[src/rtl/countdown_alarm_if.sv]
// ----------------------------------------------------------------------------
// countdown_alarm_if
//
// Purpose: bundles the key inputs, the load value and the status outputs of
// the countdown timer. Clock and reset are kept outside the bundle.
//
// Signals:
//   load       key level, rising edge loads load_val
//   load_val   start value of the countdown, in ticks
//   start      key level, rising edge starts / resumes / cancels
//   pause      key level, rising edge pauses / resumes
//   count_act  high while the alarm phase is active (feeds the beeper)
//   remaining  current count value
//   busy       high while counting or paused
//   done       one-cycle pulse when the count expires
//
// Modports:
//   master  drives the keys and load value, observes the status
//   slave   the timer itself
// ----------------------------------------------------------------------------
interface countdown_alarm_if #(
   parameter int CNT_W = 8
);

   logic             load;
   logic [CNT_W-1:0] load_val;
   logic             start;
   logic             pause;
   logic             count_act;
   logic [CNT_W-1:0] remaining;
   logic             busy;
   logic             done;

   modport master (
      output load, load_val, start, pause,
      input  count_act, remaining, busy, done
   );

   modport slave (
      input  load, load_val, start, pause,
      output count_act, remaining, busy, done
   );

endinterface

[src/rtl/countdown_alarm.sv]
// ----------------------------------------------------------------------------
// countdown_alarm
//
// Purpose: loadable countdown timer. A prescaler produces one tick every
// TICK_CYCLES clocks; each tick in RUN decrements the count. When the count
// expires the block pulses done and holds count_act high for ALARM_TICKS
// ticks (the beeper's activate request), then falls back to IDLE.
// Key inputs are raw levels: each goes through a two-flop synchronizer, an
// optional debounce filter and a registered rising-edge detector.
//
// Ports:
//   clk   system clock, all logic on the rising edge
//   rst   synchronous, active-high reset
//   bus   countdown_alarm_if.slave (load, load_val, start, pause in;
//         count_act, remaining, busy, done out, all registered)
//
// Build option:
//   COUNTDOWN_DEBOUNCE_EN  when defined, each synchronized key must differ
//                          from its filtered level for DB_CYCLES consecutive
//                          cycles before the filtered level follows it.
//                          When undefined, DB_CYCLES is unused.
// ----------------------------------------------------------------------------
module countdown_alarm #(
   parameter int TICK_CYCLES = 50_000_000,
   parameter int CNT_W       = 8,
   parameter int ALARM_TICKS = 3,
   parameter int DB_CYCLES   = 1_000_000
) (
   input  logic               clk,
   input  logic               rst,
   countdown_alarm_if.slave   bus
);

   localparam int PreW = (TICK_CYCLES > 1) ? $clog2(TICK_CYCLES) : 1;
   localparam int AlmW = $clog2(ALARM_TICKS + 1);

   typedef enum logic [1:0] {
      IDLE  = 2'd0,
      RUN   = 2'd1,
      PAUSE = 2'd2,
      ALARM = 2'd3
   } state_t;

   // Key vector ordering: bit 0 load, bit 1 start, bit 2 pause.
   logic [2:0] keyRaw;
   logic [2:0] keyMeta_q;
   logic [2:0] keySync_q;
   logic [2:0] keyLvl;
   logic [2:0] keyPrev_q;
   logic [2:0] keyEvt_q;

   logic loadEvt;
   logic startEvt;
   logic pauseEvt;

   state_t            state_q;
   state_t            state_d;
   logic [CNT_W-1:0]  remaining_q;
   logic [CNT_W-1:0]  remaining_d;
   logic [PreW-1:0]   prescale_q;
   logic [PreW-1:0]   prescale_d;
   logic [AlmW-1:0]   alarmCnt_q;
   logic [AlmW-1:0]   alarmCnt_d;
   logic              tick;
   logic              doneNext;
   logic              countAct_q;
   logic              busy_q;
   logic              done_q;

   assign keyRaw = {bus.pause, bus.start, bus.load};

   // Two-flop synchronizer for the raw key levels, followed by a registered
   // rising-edge detector on whichever level the filter stage presents.
   // Registering the event gives a fixed three-cycle key-to-event latency.
   always_ff @(posedge clk) begin
      if (rst) begin
         keyMeta_q <= '0;
         keySync_q <= '0;
         keyPrev_q <= '0;
         keyEvt_q  <= '0;
      end else begin
         keyMeta_q <= keyRaw;
         keySync_q <= keyMeta_q;
         keyPrev_q <= keyLvl;
         keyEvt_q  <= keyLvl & ~keyPrev_q;
      end
   end

`ifdef COUNTDOWN_DEBOUNCE_EN
   localparam int DbW = (DB_CYCLES > 1) ? $clog2(DB_CYCLES) : 1;

   logic [2:0]     keyFilt_q;
   logic [DbW-1:0] dbCnt_q [3];

   // Debounce filter: the counter only advances while the synchronized level
   // disagrees with the filtered level, so any bounce back to agreement
   // restarts it. The filtered level flips on the DB_CYCLES-th disagreeing
   // cycle in a row.
   always_ff @(posedge clk) begin
      if (rst) begin
         keyFilt_q <= '0;
         for (int k = 0; k < 3; k++) begin
            dbCnt_q[k] <= '0;
         end
      end else begin
         for (int k = 0; k < 3; k++) begin
            if (keySync_q[k] == keyFilt_q[k]) begin
               dbCnt_q[k] <= '0;
            end else if (dbCnt_q[k] == DbW'(DB_CYCLES - 1)) begin
               keyFilt_q[k] <= keySync_q[k];
               dbCnt_q[k]   <= '0;
            end else begin
               dbCnt_q[k] <= dbCnt_q[k] + DbW'(1);
            end
         end
      end
   end

   assign keyLvl = keyFilt_q;
`else
   assign keyLvl = keySync_q;
`endif

   assign loadEvt  = keyEvt_q[0];
   assign startEvt = keyEvt_q[1];
   assign pauseEvt = keyEvt_q[2];

   // The prescaler's terminal count is the tick; it is only acted upon in
   // RUN and ALARM, where the prescaler is actually counting.
   assign tick = (prescale_q == PreW'(TICK_CYCLES - 1));

   // State register plus all counters and the registered outputs. The
   // status outputs are computed from the next state so that they change on
   // the same edge as the state register.
   always_ff @(posedge clk) begin
      if (rst) begin
         state_q     <= IDLE;
         remaining_q <= '0;
         prescale_q  <= '0;
         alarmCnt_q  <= '0;
         countAct_q  <= 1'b0;
         busy_q      <= 1'b0;
         done_q      <= 1'b0;
      end else begin
         state_q     <= state_d;
         remaining_q <= remaining_d;
         prescale_q  <= prescale_d;
         alarmCnt_q  <= alarmCnt_d;
         countAct_q  <= (state_d == ALARM);
         busy_q      <= (state_d == RUN) || (state_d == PAUSE);
         done_q      <= doneNext;
      end
   end

   // Next-state logic. In RUN, expiry outranks a simultaneous pause, and a
   // non-expiring tick is still applied before pausing. The prescaler keeps
   // its value across PAUSE so a resumed run finishes the interrupted tick
   // period instead of starting a fresh one. In IDLE the prescaler is held
   // at zero, which makes the first tick after a start a full period away.
   always_comb begin
      state_d     = state_q;
      remaining_d = remaining_q;
      prescale_d  = prescale_q;
      alarmCnt_d  = alarmCnt_q;
      doneNext    = 1'b0;

      case (state_q)
         IDLE: begin
            prescale_d = '0;
            alarmCnt_d = '0;
            if (loadEvt) begin
               remaining_d = bus.load_val;
            end else if (startEvt && (remaining_q != '0)) begin
               state_d = RUN;
            end
         end

         RUN: begin
            prescale_d = tick ? '0 : prescale_q + PreW'(1);
            if (tick && (remaining_q <= CNT_W'(1))) begin
               remaining_d = '0;
               doneNext    = 1'b1;
               alarmCnt_d  = '0;
               state_d     = ALARM;
            end else begin
               if (tick) begin
                  remaining_d = remaining_q - CNT_W'(1);
               end
               if (pauseEvt) begin
                  state_d = PAUSE;
               end
            end
         end

         PAUSE: begin
            if (startEvt || pauseEvt) begin
               state_d = RUN;
            end
         end

         ALARM: begin
            prescale_d = tick ? '0 : prescale_q + PreW'(1);
            if (startEvt) begin
               state_d    = IDLE;
               prescale_d = '0;
               alarmCnt_d = '0;
            end else if (tick) begin
               if (alarmCnt_q == AlmW'(ALARM_TICKS - 1)) begin
                  state_d    = IDLE;
                  prescale_d = '0;
                  alarmCnt_d = '0;
               end else begin
                  alarmCnt_d = alarmCnt_q + AlmW'(1);
               end
            end
         end

         default: begin
            state_d = IDLE;
         end
      endcase
   end

   assign bus.count_act = countAct_q;
   assign bus.remaining = remaining_q;
   assign bus.busy      = busy_q;
   assign bus.done      = done_q;

endmodule

[src/flat_wrapper.sv]
// flat-port wrapper written by rule: the top's interface ports become plain ports
module countdown_alarm_flat 
#(
   parameter int TICK_CYCLES = 50_000_000,
   parameter int CNT_W       = 8,
   parameter int ALARM_TICKS = 3,
   parameter int DB_CYCLES   = 1_000_000
)
  (clk, rst, bus_load, bus_load_val, bus_start, bus_pause, bus_count_act, bus_remaining, bus_busy, bus_done);
  countdown_alarm_if #(.CNT_W(CNT_W)) bus_i ();
  input  logic clk;
  input  logic rst;
  input wire logic [$bits(bus_i.load)-1:0] bus_load;
  input wire logic [$bits(bus_i.load_val)-1:0] bus_load_val;
  input wire logic [$bits(bus_i.start)-1:0] bus_start;
  input wire logic [$bits(bus_i.pause)-1:0] bus_pause;
  output wire logic [$bits(bus_i.count_act)-1:0] bus_count_act;
  output wire logic [$bits(bus_i.remaining)-1:0] bus_remaining;
  output wire logic [$bits(bus_i.busy)-1:0] bus_busy;
  output wire logic [$bits(bus_i.done)-1:0] bus_done;
  assign bus_i.load = bus_load;
  assign bus_i.load_val = bus_load_val;
  assign bus_i.start = bus_start;
  assign bus_i.pause = bus_pause;
  assign bus_count_act = bus_i.count_act;
  assign bus_remaining = bus_i.remaining;
  assign bus_busy = bus_i.busy;
  assign bus_done = bus_i.done;
  countdown_alarm #(.TICK_CYCLES(TICK_CYCLES), .CNT_W(CNT_W), .ALARM_TICKS(ALARM_TICKS), .DB_CYCLES(DB_CYCLES)) u_core (.clk(clk), .rst(rst), .bus(bus_i));
endmodule
[config.mk]
export PLATFORM = sky130hd
export DESIGN_NAME = countdown_alarm_flat
export DESIGN_NICKNAME = d
export VERILOG_FILES = /design/src/rtl/countdown_alarm_if.sv /design/src/rtl/countdown_alarm.sv /design/src/flat_wrapper.sv
export SDC_FILE = /design/constraint.sdc
export NUM_CORES = 1
export LEC_CHECK = 0
export ABC_AREA = 1
export BUFFER_PORTS_ARGS = -buffer_cell sky130_fd_sc_hd__buf_2
export CORE_MARGIN = 1
export CORE_UTILIZATION = 64
export CTS_CLUSTER_SIZE = 12
export DETAILED_ROUTE_END_ITERATION = 16
export GPL_TIMING_DRIVEN = 1
export PLACE_DENSITY_LB_ADDON = 0.05
export SLEW_MARGIN = 20
export SYNTH_ARGS = -nofsm -noshare
export SYNTH_HDL_FRONTEND = slang
export SYNTH_SLANG_ARGS = --single-unit
[constraint.sdc]
create_clock -name clk -period 2.59 [get_ports clk]
set_input_delay 0.518 -clock clk [delete_from_list [all_inputs] [get_ports clk]]
set_output_delay 0.518 -clock clk [all_outputs]
set_load 0.05 [all_outputs]
## After elaboration in Yosys (flattened, before gate mapping)

Index checks and enable logic that the tools add are counted.

- Word-level logic and storage cells: 65
- Register bits after elaboration: 53
- Output and inout port bits: 11
- Input port bits: 13

- Bitwise logic cells: 3
- Eq/ne operators: 12
- Add/sub/neg operators: 3
- $lt $le $gt $ge: 1
- Multiplexer cells: 24
- Reduce and logical (&&, ||, !) cells: 11

Operators with widths:

| cell | number |
|---|---|
| $mux W26 | 4 |
| $pmux W26 S3 | 1 |
| $add A26 B1 Y26 const B | 1 |
| $eq A26 B26 Y1 const B | 1 |
| $mux W2 | 12 |
| $mux W8 | 3 |
| $pmux W8 S2 | 1 |
| $eq A2 B2 Y1 const B | 5 |
| $le A8 B1 Y1 const B | 1 |
| $pmux W2 S4 | 1 |
| $reduce_bool A8 Y1 | 1 |
| $sub A8 B1 Y8 const B | 1 |
| $ne A3 B1 Y1 const B | 2 |
| $pmux W2 S3 | 1 |
| $reduce_and A3 Y1 | 2 |
| $eq A2 B1 Y1 const B | 2 |
| $ne A2 B1 Y1 const B | 2 |
| $and A3 B3 Y3 | 1 |
| $not A3 Y3 | 1 |
| $reduce_bool A3 Y1 | 1 |
| $add A2 B1 Y2 const B | 1 |
| $logic_and A1 B1 Y1 | 2 |
| $logic_not A2 Y1 | 1 |
| $logic_or A1 B1 Y1 | 2 |
| 4 further kinds | 4 |

## Longest topological paths before layout

- Depth in word-level cells: 7
- Mapped depth: 13
- Mapped depth without buffers: 13

## Worst setup path after synthesis

Ideal clock, no wire load.

- Path kind: register to register
- From: reg u_core.remaining_q[0] (netlist: u_core.bus.remaining[0])
- To: reg u_core.busy_q (netlist: u_core.bus.busy)
- Buffers on the path: 0
- Clock period less this slack: 2077 ps
- Slack: 513 ps
- Stages on the path, launching flop included: 14
- Arrival time: 1949 ps
- Required time: 2462 ps
- Cells stage by stage: dfxtp_1 -> inv_1 -> ha_1 -> nand2_1 -> nand2_1 -> nand2_1 -> inv_1 -> nand3_1 -> nand2_1 -> nand2_1 -> nand3_1 -> ha_1 -> inv_1 -> nor2_1

- Word-level cells in the longest chain between the ends: 7

RTL lines:

| element | line | RTL |
|---|---|---|
| from (decl) | countdown_alarm.sv:58 | `logic [CNT_W-1:0] remaining_q;` |
| from (signal assigned) | countdown_alarm.sv:146 | `remaining_q <= remaining_d;` |
| branches (longest 4 deep; another with $le A8 B1 Y1) | - |  |
| $pmux W2 S4 (*) | countdown_alarm.sv:167 | `case (state_q)` |
| named net u_core.state_d[0] | countdown_alarm.sv:57 | `state_t state_d;` |
| $eq A2 B1 Y1 / $eq A2 B2 Y1 (equally long branches) | countdown_alarm.sv:150 | `busy_q <= (state_d == RUN) \|\| (state_d == PAUSE);` |
| $logic_or A1 B1 Y1 (*) | countdown_alarm.sv:150 |  |
| to (signal assigned) | countdown_alarm.sv:150 |  |
| to (decl) | countdown_alarm.sv:67 | `logic busy_q;` |

Mark *: on every way through the listed nets, which the timed path passes.
A chain may end at the register's enable or synchronous reset.

## Final worst setup path

- From: reg u_core.prescale_q[0]
- To: reg u_core.remaining_q[1] (netlist: u_core.bus.remaining[1])

- Word-level cells in the longest chain between the ends: 4

RTL lines:

| element | line | RTL |
|---|---|---|
| from (decl) | countdown_alarm.sv:60 | `logic [PreW-1:0] prescale_q;` |
| from (signal assigned) | countdown_alarm.sv:147 | `prescale_q <= prescale_d;` |
| $eq A26 B26 Y1 (*) | countdown_alarm.sv:130 | `assign tick = (prescale_q == PreW'(TICK_CYCLES - 1));` |
| $logic_and A1 B1 Y1 | countdown_alarm.sv:180 | `if (tick && (remaining_q <= CNT_W'(1))) begin` |
| $ne A3 B1 Y1 (no source line) / $mux W8 (equally long branches) | - |  |
| $reduce_and A3 Y1 (no source line) / $pmux W8 S2 (equally long branches) | - |  |

Mark *: on every way between the ends. The rest lies on a longest branch, timed or not.

==> out/results.ini <==
[clocking]
cts-htree-levels=2
ctsHoldBuffers=0
clock_sinks=53
cts_made_buffers=5
clk_latency_ns=0.31
cts_buffer_depth=2
post_cts_resized=0
clock-root-buffer=clkbuf_8
cts_tree=yes
path_clk_slew_ns=0.10
cts_setup_buffers=0

[grt]
grt_pass1_vias=2581
grt_pass1_wl_um=10800
overflow=0
grt_start_max_net_pins=26
antenna_found_initial=0
grt_use_total=0.273

[finish]
stdcell_count=517
fin_area_um2=3140
n_fill_cell=376
antenna_cells=0
syn2layout_area_growth_pct=7.77
finalNetCount=481
fin_util=0.721
drive_gt1_frac=0.131

[worst_setup_path]
worstSetupPathType=register to register
cpMaxStageDelayCell=o21ai_4
path_max_fanout=16
crit_chain=ha_1, nand2_1, inv_1, nand2_4, nor2_4, nand2_4, o21ai_4, nand2_1, nor2_1, nor2_1
cp-start-kind=register
reg2reg_from=u_core.prescale_q[0]$_SDFFE_PP0P_
r2r-end=u_core.bus.remaining[1]$_SDFFE_PP0P_
cp-end-kind=register
rrSetupSlack_ns=0.69
critPathBufInv=1
worst_path_largest_cell_delay_ns=0.42
r2r_cells=10
cp.arrival_ns=2.11
critical_path_required_ns=2.80
cp_top_family=simple AND/OR/NAND/NOR gates

[timing]
period_needed_ns=1.90
layout_setup_ws_ns=0.687
setup_tns_ns=0
hold_violations=0
maxSlewViolCount=0
setup_violations=0
clock_skew_ns=0.00677
max_freq_mhz=525
grt_setup_unrepaired=no
fin_crit_sh=0.735
relSlewSlack=0.633
worst_pin_slew_ns=0.550
holdWs_ns=0.399

[drt]
vias_per_cell=5.34
drt_iter0_markers=145
wl_um=6130
drt-wirelength-per-cell_um=11.9
vias=2760
first_pass_iters=4
ant_nets=0
drc_errors=0

[pwr]
p_clk_frac=0.346
intPower_mw=1.06
combPwrFrac=0.073
p_switching_uw=374
ir_worst_vdd_mv=0.556
power.share.switching=0.260
fin_total_pwr_mw=1.44
seqPwrFrac=0.581
powerDensity_nw_per_um2=458
p_leak_nw=1.41

[die]
die_w_um=69.5
start_util=0.669
ios=24
dieArea_um2=4820
core-area_um2=4350
die_y_um=69.5
placementRows=24

[yosys]
syn-instance-count=443
ys_ff_latch=53
synth-seq-area-share=0.364
syn_nets=460
synth_area_um2=2910
avgSynthCellArea_um2=6.58
synth.largest_area_cell=dfxtp_1
ys_top_cells_by_area=dfxtp_1 (36%), nand2_1 (13%), nor2_1 (9.5%), inv_1 (7.3%), nand3_1 (5.5%)
ys.flop_type=dfxtp_1
ys_warn_count=0
synth_edf_count=0
synth_cell_types=33
synth.top_cell.area_share=0.364
synthArstFlopShare=0

[min_path]
hold_path_depth=1
hp-start=u_core.keyPrev_q[0]$_SDFF_PP0_
worstHoldEndpoint=u_core.keyEvt_q[0]$_SDFF_PP0_
hold_class=register to register

[status]
outcome=complete, no violations

[placement]
dpl-instance-area_um2=3040
pre_cts_slack_ns=0.704
gp_congestion=0.941
dp.cells=509
dp_hpwl_um=4480
portBuffers=23

[run]
maxCapViolations=0

==> logic make-up after synthesis <==
group           synth area share
xor+xnor                  0.0361
simple gates               0.385
buf+inv                    0.102
compound gates            0.0958
flops                      0.364
fa+ha+maj                 0.0172
==> worst reg2reg max path, delay by kind of cell, from the launching register on <==
kind,cells,cell delay (ns)
compound gates,1,0.42
fa+ha+maj,1,0.18
simple gates,7,0.67
buf+inv,1,0.16
flops,1,0.38
==> per-layer routing <==
metal  routed length (um)  share of wire  GRT usage  up-vias
li1                     -              -          -     1435
met1                 2750           0.45      0.327     1240
met2                 2980           0.49      0.470       70
met3                  272          0.044     0.0509       15
met4                  140          0.023      0.129        0
met5                    0              0          0        -
==> power by group through the flow <==
| stage | Clock, mW | Combinational [mW] | Sequential [mW] |
|---|---|---|---|
| after detailed placement | 0 | 0.105 | 0.854 |
| after floorplan | 0 | 0.0658 | 0.869 |
| after CTS | 0.508 | 0.105 | 0.835 |
| after global placement | 0 | 0.103 | 0.853 |
| final | 0.497 | 0.105 | 0.835 |
| after global routing | 0.546 | 0.118 | 0.837 |
==> cell usage after synthesis, types with 4 or more instances <==
cell,number
inv_1,57
a21oi_1,23
o21ai_0,13
nand4_1,7
nor2_2,4
nor2_4,4
buf_2,5
dfxtp_1,53
nand3_1,32
nand2_2,8
nor2_1,74
xor2_1,11
ha_1,4
o21ai_1,5
nand2_1,103
nor3_1,14
==> area by class of cell <==
| cell class | instances | area, um^2 | area share |
|---|---|---|---|
| multi-input combinational | 319 | 1560 | 0.495 |
| sequential | 53 | 1060 | 0.338 |
| inverter | 60 | 230 | 0.0733 |
| timing repair buffer | 25 | 130 | 0.0415 |
| clock buffer | 5 | 68.8 | 0.0219 |
| tap | 52 | 65.1 | 0.0207 |
| clock inverter | 3 | 28.8 | 0.00917 |
==> how the worst max path moves through the flow <==
stage / startpoint / to / slack (ns) / cells past startpoint
finish: u_core.prescale_q[0]$_SDFFE_PP0P_ / u_core.bus.remaining[1]$_SDFFE_PP0P_ / 0.69 / 10
global route: u_core.prescale_q[0]$_SDFFE_PP0P_ / u_core.bus.remaining[0]$_SDFFE_PP0P_ / 0.47 / 10
CTS: u_core.prescale_q[0]$_SDFFE_PP0P_ / u_core.bus.remaining[1]$_SDFFE_PP0P_ / 0.69 / 10
detailed placement: u_core.prescale_q[0]$_SDFFE_PP0P_ / u_core.bus.remaining[6]$_SDFFE_PP0P_ / 0.70 / 10
global placement: u_core.bus.remaining[0]$_SDFFE_PP0P_ / u_core.bus.busy$_SDFF_PP0_ / 0.78 / 13
floorplan: u_core.bus.remaining[0]$_SDFFE_PP0P_ / u_core.bus.busy$_SDFF_PP0_ / 0.51 / 13
==> cell usage in the layout, fill, tap and decap left out, drive strengths merged <==
cell and n:
nor2 82, o21ai 22, nor4 1, inv 61, o211ai 1, clkinv 2
nor3 14, buf 25, o21a 1, nor3b 1, ha 4, nand3b 1
xor2 11, a221oi 1, nand4 7, or2 3, dfxtp 53, nand2 113
xnor2 1, nand3 32, a21oi 23, clkbuf 5, o31ai 1
==> flip-flops by register name, summed over array words and instances, names as in the netlist <==
signal / count
u_core.prescale_q: 26
u_core.bus.remaining: 8
u_core.keyEvt_q: 3
u_core.keyLvl: 3
u_core.keyMeta_q: 3
u_core.keyPrev_q: 3
u_core.alarmCnt_q: 2
u_core.state_q: 2
u_core.bus.busy: 1
u_core.bus.count_act: 1
u_core.bus.done: 1
Power figures use the tool's default switching activity.
